`src/rtl/seq_pattern_transmitter.sv`:
```
// Serial pattern transmitter. It sends a latched PAT_W-bit pattern MSB first,
// repeats it count times with an optional idle gap between repetitions, and
// pulses done once the final bit has been sent.
module seq_pattern_transmitter #(
  parameter int               PAT_W       = 4,
  parameter logic [PAT_W-1:0] DEFAULT_PAT = 4'b0101,
  parameter logic             IDLE_BIT    = 1'b1
) (
  input  logic             clk,
  input  logic             rst,
  input  logic             start,
  input  logic             abort,
  input  logic             use_default,
  input  logic [PAT_W-1:0] pattern,
  input  logic [3:0]       count,
  input  logic [1:0]       gap,
  output logic             o,
  output logic             valid,
  output logic             busy,
  output logic             done
);

  localparam int               IDX_W    = (PAT_W > 1) ? $clog2(PAT_W) : 1;
  localparam logic [IDX_W-1:0] LAST_IDX = IDX_W'(PAT_W - 1);

  typedef enum logic [1:0] {
    ST_IDLE,
    ST_SHIFT,
    ST_GAP
  } state_t;

  state_t           r_state;
  logic [PAT_W-1:0] r_pat;
  logic [IDX_W-1:0] r_bit_idx;   // index of the bit currently on o
  logic [3:0]       r_rep_left;
  logic [1:0]       r_gap_len;
  logic [1:0]       r_gap_cnt;
  logic             r_o;
  logic             r_valid;
  logic             r_busy;
  logic             r_done;

  logic [PAT_W-1:0] w_pat_src;
  logic [IDX_W-1:0] w_next_idx;
  logic             w_accept;

  assign w_pat_src  = use_default ? DEFAULT_PAT : pattern;
  assign w_next_idx = r_bit_idx - IDX_W'(1);
  assign w_accept   = start && !abort && (count != 4'd0);

  // NOTE: every register in this block, including the pattern latch and
  // counters, is cleared by the asynchronous reset so a reset mid-transmission
  // leaves no stale state behind; all updates use <= so each branch reads the
  // values from before the edge.
  always_ff @(posedge clk or negedge rst) begin
    if (!rst) begin
      r_state    <= ST_IDLE;
      r_pat      <= '0;
      r_bit_idx  <= '0;
      r_rep_left <= '0;
      r_gap_len  <= '0;
      r_gap_cnt  <= '0;
      r_o        <= IDLE_BIT;
      r_valid    <= 1'b0;
      r_busy     <= 1'b0;
      r_done     <= 1'b0;
    end else begin
      r_done <= 1'b0;
      case (r_state)
        ST_IDLE: begin
          if (w_accept) begin
            r_state    <= ST_SHIFT;
            r_pat      <= w_pat_src;
            r_rep_left <= count;
            r_gap_len  <= gap;
            r_bit_idx  <= LAST_IDX;
            r_o        <= w_pat_src[PAT_W-1];
            r_valid    <= 1'b1;
            r_busy     <= 1'b1;
          end
        end

        ST_SHIFT: begin
          if (abort) begin
            r_state <= ST_IDLE;
            r_o     <= IDLE_BIT;
            r_valid <= 1'b0;
            r_busy  <= 1'b0;
          end else if (r_bit_idx != '0) begin
            r_bit_idx <= w_next_idx;
            r_o       <= r_pat[w_next_idx];
          end else begin
            // LSB of a repetition is on o: close out this repetition
            if (r_rep_left != 4'd0) r_rep_left <= r_rep_left - 4'd1;
            if (r_rep_left <= 4'd1) begin
              r_state <= ST_IDLE;
              r_o     <= IDLE_BIT;
              r_valid <= 1'b0;
              r_busy  <= 1'b0;
              r_done  <= 1'b1;
            end else if (r_gap_len == 2'd0) begin
              r_bit_idx <= LAST_IDX;
              r_o       <= r_pat[PAT_W-1];
            end else begin
              r_state   <= ST_GAP;
              r_gap_cnt <= r_gap_len - 2'd1;
              r_o       <= IDLE_BIT;
              r_valid   <= 1'b0;
            end
          end
        end

        ST_GAP: begin
          if (abort) begin
            r_state <= ST_IDLE;
            r_o     <= IDLE_BIT;
            r_valid <= 1'b0;
            r_busy  <= 1'b0;
          end else if (r_gap_cnt == 2'd0) begin
            r_state   <= ST_SHIFT;
            r_bit_idx <= LAST_IDX;
            r_o       <= r_pat[PAT_W-1];
            r_valid   <= 1'b1;
          end else begin
            r_gap_cnt <= r_gap_cnt - 2'd1;
          end
        end

        default: begin
          r_state <= ST_IDLE;
          r_o     <= IDLE_BIT;
          r_valid <= 1'b0;
          r_busy  <= 1'b0;
        end
      endcase
    end
  end

  assign o     = r_o;
  assign valid = r_valid;
  assign busy  = r_busy;
  assign done  = r_done;

endmodule

```
`config.mk`:
```
export PLATFORM = sky130hd
export DESIGN_NAME = seq_pattern_transmitter
export DESIGN_NICKNAME = d
export VERILOG_FILES = /design/src/rtl/seq_pattern_transmitter.sv
export SDC_FILE = /design/constraint.sdc
export NUM_CORES = 1
export LEC_CHECK = 0
export CORE_UTILIZATION = 35
export CTS_CLUSTER_SIZE = 8
export DETAILED_ROUTE_END_ITERATION = 8
export HOLD_SLACK_MARGIN = 0.12
export PLACE_DENSITY = 0.66
export SLEW_MARGIN = 20
export SYNTH_ARGS = -nofsm -noshare
export SYNTH_HDL_FRONTEND = slang
export SYNTH_SLANG_ARGS = --single-unit
```
`constraint.sdc`:
```
create_clock -name clk -period 2.5 [get_ports clk]
set_input_delay 0.375 -clock clk [delete_from_list [all_inputs] [get_ports clk]]
set_output_delay 0.375 -clock clk [all_outputs]
set_load 0.01 [all_outputs]
```
# Yosys cells after proc, flatten, opt, wreduce, memory -nomap -nowiden
# Index checks and enable logic that the tools add are counted.
[word_totals]
reg_bits = 20
out_inout_bits = 4
input_bits = 15
word_cells = 109
[op_classes]
n_eq_ne = 18
add_sub_neg = 4
order_cmp = 2
reduce_logical = 19
n_mux = 56
[ops]
columns = ["op", "count"]
rows = [
  ["2-to-1 mux 2 bit", 20],
  ["2-to-1 mux 1 bit", 23],
  ["2-to-1 mux 4 bit", 5],
  ["inequality test 2 bit (second input constant)", 10],
  ["inequality test 3 bit (second input constant)", 5],
  ["AND reduction 7 bit", 2],
  ["case mux 2 bit (3 select lines)", 2],
  ["case mux 1 bit (3 select lines)", 3],
  ["case mux 4 bit (2 select lines)", 1],
  ["AND reduction 4 bit", 2],
  ["nonzero test 4 bit", 2],
  ["logical NOT 2 bit", 3],
  ["nonzero test 2 bit", 3],
  ["subtractor 2 x 1 -> 2 bit (second input constant)", 3],
  ["AND reduction 5 bit", 1],
  ["<= comparator 4 x 1 -> 1 bit (second input constant)", 1],
  ["inequality test 4 bit (second input constant)", 1],
  ["case mux 2 bit (2 select lines)", 1],
  ["AND reduction 2 bit", 2],
  ["subtractor 4 x 1 -> 4 bit (second input constant)", 1],
  ["< comparator 2 x 3 -> 1 bit (second input constant)", 1],
  ["nonzero test 3 bit", 1],
  ["binary-select mux 1 bit (select 2 bit)", 1],
  ["== test 2 x 1 -> 1 bit (second input constant)", 1],
  ["3 further kinds", 4],
]

# Depth between registers and ports, before layout
# Gate-level depths: netlist (run 1).
[logic_depth]
depth_word = 6
ltp_mapped = 8

# Least setup slack after synthesis (run 1)
# No wires, ideal clock.
[synth_timing]
kind = "register -> register"
start = "register r_bit_idx[0]"
end = "register r_o (netlist: o)"
setup_time_ns = 0.091
slack_ns = 0.648
synth_period_minus_slack_ns = 1.852
path_stages_with_launch = 7
arrival_time_ns = 1.761
path_cell_list = "dfrtp_1 -> inv_1 -> ha_1 -> mux4_2 -> or3_1 -> a311oi_1 -> nor3_1"
[synth_between]
elab_chain_len = 6
word_cells_on_any_way = 7
cone_classes = "add/sub (1); mux (5); reduce/logical (1)"
[synth_rtl]
columns = ["item", "line_no", "source"]
rows = [
  ["start, declared", "34", "logic [IDX_W-1:0] r_bit_idx;"],
  ["start signal, assigned", "90", "r_bit_idx <= w_next_idx;"],
  ["subtractor 2 x 1 -> 2 bit", "48", "assign w_next_idx = r_bit_idx - IDX_W'(1);"],
  ["binary-select mux 1 bit (select 2 bit)", "91", "r_o <= r_pat[w_next_idx];"],
  ["2-to-1 mux 1 bit (implied by the code)", "91", ""],
  ["2-to-1 mux 1 bit *", "89", "end else if (r_bit_idx != '0) begin"],
  ["2-to-1 mux 1 bit *", "84", "if (abort) begin"],
  ["case mux 1 bit (3 select lines) *", "69", "case (r_state)"],
  ["end signal, assigned", "77", "r_o <= w_pat_src[PAT_W-1];"],
  ["end signal, assigned", "91", ""],
  ["end signal, assigned", "103", "r_o <= r_pat[PAT_W-1];"],
  ["end, declared", "38", "logic r_o;"],
]
# Mark *: on every way between the ends. The rest lies on a longest branch, timed or not. The select of a mux whose other input is x is not followed.
# A chain may end at the register's enable or synchronous reset.

# Final worst setup path (run 1)
[layout_timing]
start = "register r_rep_left[0]"
end = "register r_gap_cnt[0]"
[layout_between]
elab_chain_len = 3
[layout_rtl]
columns = ["item", "line_no", "source"]
rows = [
  ["start, declared", "35", "logic [3:0] r_rep_left;"],
  ["start signal, assigned", "74", "r_rep_left <= count;"],
  ["start signal, assigned", "94", "if (r_rep_left != 4'd0) r_rep_left <= r_rep_left - 4'd1;"],
  ["<= comparator 4 x 1 -> 1 bit", "95", "if (r_rep_left <= 4'd1) begin"],
  ["inequality test 2 bit (no source line)", "-", ""],
  ["AND reduction 7 bit (no source line)", "-", ""],
  ["end signal, assigned", "106", "r_gap_cnt <= r_gap_len - 2'd1;"],
  ["end signal, assigned", "125", "r_gap_cnt <= r_gap_cnt - 2'd1;"],
  ["end, declared", "37", "logic [1:0] r_gap_cnt;"],
]
# No other way between the ends.

==> results of run 1 <==
[through the flow]
stage / setup WS (ns) / hold slack, ns / util / instances / instance area [µm²]
detailed placement: 0.319 / 0.509 / 0.441 / 217 / 1670
floorplan: 0.648 / 0.0794 / - / 152 / 1430
global placement: 0.387 / 0.493 / 0.441 / 217 / 1670
global route: 0.308 / 0.463 / 0.455 / 221 / 1730
finish: 0.423 / 0.442 / 0.455 / 221 / 1730
CTS: 0.462 / 0.447 / 0.455 / 221 / 1730
[area by class of cell]
type                    instances  area (µm²)  area share
flip-flops and latches         20         502       0.290
repair buffers                 22         210       0.122
inverters                      11        41.3      0.0239
multi-input cells             116         861       0.498
well taps                      48        60.1      0.0347
clock buffers                   4        55.1      0.0318
[synth_stat cells (all sizes together), types with 4 or more instances]
cell type and n:
a21oi 8, dfrtp 19, ha 9, inv 11, mux2 5, nand2 11, nand2b 4, nor2 11
nor2b 4, o21ai 8, or2 4
[worst paths after layout]
kind | from | to | slack, ns
worst max-delay path | r_rep_left[0] | r_gap_cnt[0] | 0.42
worst min-delay path | rst | r_pat[3] | 0.44
worst max register to register | r_rep_left[0] | r_gap_cnt[0] | 0.42
worst min register to register | valid | valid | 0.52
max in group asynchronous | rst | o | 1.79
min in group clk | valid | valid | 0.52
[kinds of logic after synthesis]
group	count (synthesis)	share of synthesized area
DFF	20	0.351
adders and majority gates	9	0.0788
and+or+nand+nor	54	0.222
muxes	6	0.0552
AOI/OAI and AO/OA	47	0.246
buffers and inverters	16	0.0464
[power groups by stage]
stage          clock [mW]  sequential (mW)  combinational [mW]
2_1_floorplan           0            0.588               0.749
3_3_place_gp            0            0.609               0.993
3_5_place_dp            0            0.619                1.02
4_1_cts             0.260            0.613                1.03
5_1_grt             0.272            0.638                1.15
6_report            0.252            0.613                1.03
[layer usage]
layer,GRT usage,share of wire
met5,0,0
met4,0.0788,0.014
met3,0.0276,0.040
met2,0.270,0.47
met1,0.233,0.48
[registers in the layout, summed over array words and instances (netlist names)]
register	cells
valid	1
r_bit_idx	2
busy	1
r_state	2
r_rep_left	4
done	1
o	1
r_pat	4
r_gap_len	2
r_gap_cnt	2
[worst reg2reg max path, cell delays in order, from the launching register on]
cell and delay, ns:
dfrtp_1 0.48, inv_1 0.14, ha_1 0.26, nor2_2 0.32, o221ai_1 0.23, a2bb2o_1 0.31, a22o_1 0.22
==> metrics.md, run 1 <==
| Metric | Value |
|---|---|
| VDD IR-drop max | `0.442 mV` |
| Total power | `between 1.5 and 2 mW` |
| Crit path depth | `6` |
| Post-DR wirelength/cell | `15.1 µm` |
| Unrepaired setup endpoints after global routing | `no` |
| DR pass1 iterations | `4` |
| Post-Syn Nets | `176` |
| Sw power | `slightly above 0.8 mW` |
| Crit path largest cell delay | `0.48 ns` |
| Startpoint class of the critical path | `flop` |
| H-tree Lvls | `1` |
| Total GRT Usage | `0.173` |
| Layout cells sized above 1 | `0.127` |
| DR vias | `1,262` |
| Initial core utilization | `0.376` |
| Syn avg cell area | `9.40 µm²` |
| Vias per cell | `5.71` |
| Number of enable flip-flop cells after synthesis | `0` |
| Core box area | `between 3000 and 4000 µm²` |
| Most frequent cells in the layout | `19 x dfrtp_1, 18 x clkdlybuf4s50_1, 11 x nand2_1` |
| # port buffers | `18` |
| IO Count | `19` |
| ANT cells | `0` |
| Largest net degree at the start of global routing | `21` |
| Mapped Cells | `152` |
| Arr. time, crit path | `about 2.2 ns` |
| Setup crit end kind | `flop` |
| CTS Buf Count | `3` |
| DRC | `0` |
| Synth Cell Area | `about 1400 µm²` |
| First-pass GRT wire length | `5.69 mm` |
| Worst setup path class | `flop to flop` |
| Clock latency on the worst-skew pair | `0.26 ns` |
| Max frequency | `482 MHz` |
| Period minus WS final | `2.08 ns` |
| Commonest non-fill, non-tap cell in the layout | `dfrtp_1` |
| Final GP Congestion | `0.871` |
| Sequential fraction of the synthesis area | `0.351` |
| Worst slew margin | `0.696` |
| Clock transition at path regs | `0.08 ns` |
| Cells along the critical path | `inv_1 > ha_1 > nor2_2 > o221ai_1 > a2bb2o_1 > a22o_1` |
| Vias in the first global route | `1,225` |
| Least-Margin Pin Slew | `0.456 ns` |
| Switching Fraction | `0.431` |
| ANT nets after route | `0` |
| Worst reg2reg path depth | `6` |
| Clock power share | `0.133` |
| Nets | `about 200` |
| Layout overhead on the synthesized area | `21.0%` |
| Maximum clock insertion buffer count | `2` |
| Grt ovf | `0` |
| Number of antenna violations at the first check in global routing | `0` |
| Clock skew | `about 0.0040 ns` |
| Hold crit path type | `input pin to asynchronous set/reset pin` |
| Setup TNS | `0 ns` |
| # hold bufs at CTS | `0` |
| Number of synthesized register bits | `20` |
| Worst-path maximum fanout | `7` |
| Slew Viols, Final | `0` |
| Die outline area | `4340 µm²` |
| Synth Flop Type | `dfrtp_1` |
| 1st-iter DRT viols | `67` |
| Fillers | `363` |
| Count of cell types in the netlist | `59` |
| PD cells | `1100 nW/µm²` |
| CTS tree | `done` |
| Final WL | `3.34 mm` |
| Synth async-reset ratio | `1.00` |
| Logic pwr share | `0.544` |
| Top cells by area, synth | `dfrtp_1 33%, ha_1 7.9%, mux2_1 3.2%, nand2_1 2.9%, a21oi_1 2.8%` |
| Seq pwr share | `0.323` |
| Die width | `65.9 µm` |
| Final clock period utilization by the worst path | `0.831` |
| CTS root buf | `clkbuf_8` |
| CTS Sinks | `20` |
| Synth warnings | `0` |
| Internal | `1.08 mW` |
| Max-Cap Viols | `0` |
| WP buf/inv | `1` |
| # setup viols final | `0` |
| Slowest cell on the critical path | `dfrtp_1` |
| Post-synth top area cell | `dfrtp_1` |
| Die Span Y | `65.9 µm` |
| Worst EP required | `between 2 and 3 ns` |
| Dpl hpwl | `around 2.6 mm` |
| Synth top area share | `0.333` |
| Final Hold Viols | `0` |
| Cell Rows | `22` |
| Outcome | `finished, final reports clean` |
| Leak | `around 0.72 nW` |
| Cts repair resizes | `0` |
| Top Family by Delay on Critical Path | `compound AO/OA/AOI/OAI gates` |
| Postcts setup bufs | `0` |
Power figures use the tool's default switching activity.
==> inputs of run 2 (changes only) <==
--- a/config.mk
+++ b/config.mk
@@ -9,7 +9,7 @@
 export CTS_CLUSTER_SIZE = 8
 export DETAILED_ROUTE_END_ITERATION = 8
 export HOLD_SLACK_MARGIN = 0.12
-export PLACE_DENSITY = 0.66
+export PLACE_DENSITY = 0.68
 export SLEW_MARGIN = 20
 export SYNTH_ARGS = -nofsm -noshare
 export SYNTH_HDL_FRONTEND = slang
==> constraint.sdc (replaced) <==
create_clock -name clk -period 1.7 [get_ports clk]
set_input_delay 0.255 -clock clk [delete_from_list [all_inputs] [get_ports clk]]
set_output_delay 0.255 -clock clk [all_outputs]
set_load 0.01 [all_outputs]
==> metrics.md, run 2 (synthesis results as in run 1) <==
| Metric | Value |
|---|---|
| FF-to-FF End | `o (was r_gap_cnt[0])` |
| Worst hold slack | `0.320 ns (was 0.442 ns)` |
| Dpl ws | `-0.246 ns (was 0.319 ns)` |
| DRC | `0 (unchanged)` |
| CTS Sinks | `20 (unchanged)` |
| CTS root buf | `clkbuf_8 (unchanged)` |
| Final WL | `3.84 mm (was 3.34 mm)` |
| Slew Viols, Final | `0 (unchanged)` |
| Clock skew | `0.00685 ns (was 0.00400 ns)` |
| Clock transition at path regs | `0.08 ns (about the same)` |
| Startpoint class of the critical path | `flop (unchanged)` |
| Footprint of the multi-input gates | `971 µm² (was 861 µm²)` |
| IO Count | `19 (unchanged)` |
| Final worst slack | `-0.196 ns (was 0.423 ns)` |
| Clock latency on the worst-skew pair | `0.27 ns (was 0.26 ns)` |
| Post-DR wirelength/cell | `15.1 µm (about the same)` |
| Vias per cell | `5.58 (was 5.71)` |
| Met3 usage | `0.0276 (unchanged)` |
| Least-Margin Pin Slew | `0.358 ns (was 0.456 ns)` |
| Initial core utilization | `0.376 (unchanged)` |
| First-pass GRT wire length | `6.49 mm (was 5.69 mm)` |
| Register Area | `502 µm² (unchanged)` |
| Final Hold Viols | `0 (unchanged)` |
| Clock power share | `0.099 (was 0.133)` |
| Worst reg2reg path depth | `6 (unchanged)` |
| CTS tree | `done (unchanged)` |
| Dpl hpwl | `2.88 mm (was 2.55 mm)` |
| Worst setup path class | `flop to flop (unchanged)` |
| Arr. time, crit path | `2.08 ns (was 2.23 ns)` |
| Cell Rows | `22 (unchanged)` |
| Reg2reg setup slack | `-0.20 ns (was 0.42 ns)` |
| Failing checks | `negative setup slack` |
| Outcome | `finished, violations left (was finished, final reports clean)` |
| Seq pwr share | `0.268 (was 0.323)` |
| Max-Cap Viols | `0 (unchanged)` |
| CTS Buf Count | `3 (unchanged)` |
| GRT Max-Usage Layer | `met2 (unchanged)` |
| H-tree Lvls | `1 (unchanged)` |
| Fillers | `336 (was 363)` |
| Worst EP required | `1.88 ns (was 2.65 ns)` |
| DR pass1 iterations | `4 (unchanged)` |
| 1st-iter DRT viols | `81 (was 67)` |
| Maximum clock insertion buffer count | `2 (unchanged)` |
| # setup viols final | `6 (was 0)` |
| PD cells | `1620 nW/µm² (was 1100 nW/µm²)` |
| CP endpoint | `o (was r_gap_cnt[0])` |
| # port buffers | `18 (unchanged)` |
| Internal | `1.96 mW (was 1.08 mW)` |
| Setup TNS | `-0.317 ns (was 0 ns)` |
| Period minus WS final | `1.90 ns (was 2.08 ns)` |
| Max frequency | `527 MHz (was 482 MHz)` |
| Core box area | `3800 µm² (unchanged)` |
| Worst slew margin | `0.755 (was 0.696)` |
| Die outline area | `4340 µm² (unchanged)` |
| ANT cells | `0 (unchanged)` |
| Final GP Congestion | `0.891 (was 0.871)` |
| Commonest non-fill, non-tap cell in the layout | `buf_4 (was dfrtp_1)` |
| Largest net degree at the start of global routing | `21 (unchanged)` |
| Sw power | `1.41 mW (was 0.818 mW)` |
| Layout cells sized above 1 | `0.354 (was 0.127)` |
| Switching Fraction | `0.418 (was 0.431)` |
| Worst-path maximum fanout | `2 (was 7)` |
| FF-to-FF Start | `r_bit_idx[0] (was r_rep_left[0])` |
| VDD IR-drop max | `0.629 mV (was 0.442 mV)` |
| ANT nets after route | `0 (unchanged)` |
| DR vias | `1,417 (was 1,262)` |
| Number of antenna violations at the first check in global routing | `0 (unchanged)` |
| Die width | `65.9 µm (unchanged)` |
| Final clock period utilization by the worst path | `1.12 (was 0.831)` |
| Worst setup path startpoint | `r_bit_idx[0] (was r_rep_left[0])` |
| Logic pwr share | `0.633 (was 0.544)` |
| # hold bufs at CTS | `0 (unchanged)` |
| Hold crit path type | `input pin to asynchronous set/reset pin (unchanged)` |
| Biggest registers after layout | `r_pat (4), r_rep_left (4) (unchanged)` |
| Total power | `3.36 mW (was 1.90 mW)` |
| Vias in the first global route | `1,455 (was 1,225)` |
| Most frequent cells in the layout | `37 x buf_4, 19 x dfrtp_1, 18 x clkdlybuf4s50_1 (was 19 x dfrtp_1, 18 x clkdlybuf4s50_1, 11 x nand2_1)` |
| Die Span Y | `65.9 µm (unchanged)` |
| Grt ovf | `0 (unchanged)` |
| Setup crit end kind | `flop (unchanged)` |
| Layout overhead on the synthesized area | `45.4% (was 21.0%)` |
| Met1 usage in global routing | `0.238 (was 0.233)` |
| Total GRT Usage | `0.196 (was 0.173)` |
| Nets | `231 (was 198)` |
| Unrepaired setup endpoints after global routing | `yes (was no)` |
| Leak | `0.885 nW (was 0.716 nW)` |
| GRT met2 Usage | `0.330 (was 0.270)` |
==> run 2: how the worst min path moves through the flow <==
stage,from,endpoint,slack (ns)
global placement,valid,valid,0.48
finish,rst,r_pat[2],0.32
detailed placement,r_pat[1],r_pat[1],0.49
CTS,rst,r_pat[2],0.33
global route,rst,r_pat[1],0.36
floorplan,rst,busy,-0.04
==> run 2: power groups by stage <==
| stage | Combinational [mW] | Clock, mW | Sequential, mW |
|---|---|---|---|
| 3_3_place_gp | 1.75 | 0 | 0.870 |
| 5_1_grt | 2.33 | 0.367 | 0.940 |
| 3_5_place_dp | 1.81 | 0 | 0.886 |
| 4_1_cts | 1.93 | 0.341 | 0.887 |
| 2_1_floorplan | 1.12 | 0 | 0.865 |
| 6_report | 2.13 | 0.333 | 0.900 |
==> run 2: critical path, stage by stage (launching register included) <==
cell and delay, ns:
dfrtp_1 0.36, inv_1 0.07, ha_4 0.27, mux4_2 0.48, or3_1 0.33, a311oi_2 0.21
nor3_1 0.09
==> run 2: what timing repair did <==
item | 4_1_cts | 5_1_grt
setup buffers | 2 | 3
pin swaps | 3 | 4
gates resized for setup | 11 | 13
endpoints found under the setup margin | 10 | 16
==> run 2: final cells by class <==
| class | count | area share |
|---|---|---|
| inverters | 11 | 0.0199 |
| clock buffers | 4 | 0.0217 |
| flip-flops and latches | 20 | 0.242 |
| multi-input cells | 116 | 0.467 |
| repair buffers | 55 | 0.220 |
| well taps | 48 | 0.0289 |
==> run 2: metrics by stage <==
step                      cell area, µm²  instances   util
after global routing                2080        254  0.547
after CTS                           2000        251  0.526
final                               2080        254  0.547
after detailed placement            1890        245  0.497
after floorplan                     1430        152      -
after global placement              1890        245  0.497
==> run 2: per-layer routing <==
metal | up-vias | wire length [µm]
met5 | - | 0
li1 | 674 | -
met4 | 0 | 93
met1 | 688 | 1700
met2 | 46 | 1850
met3 | 9 | 185
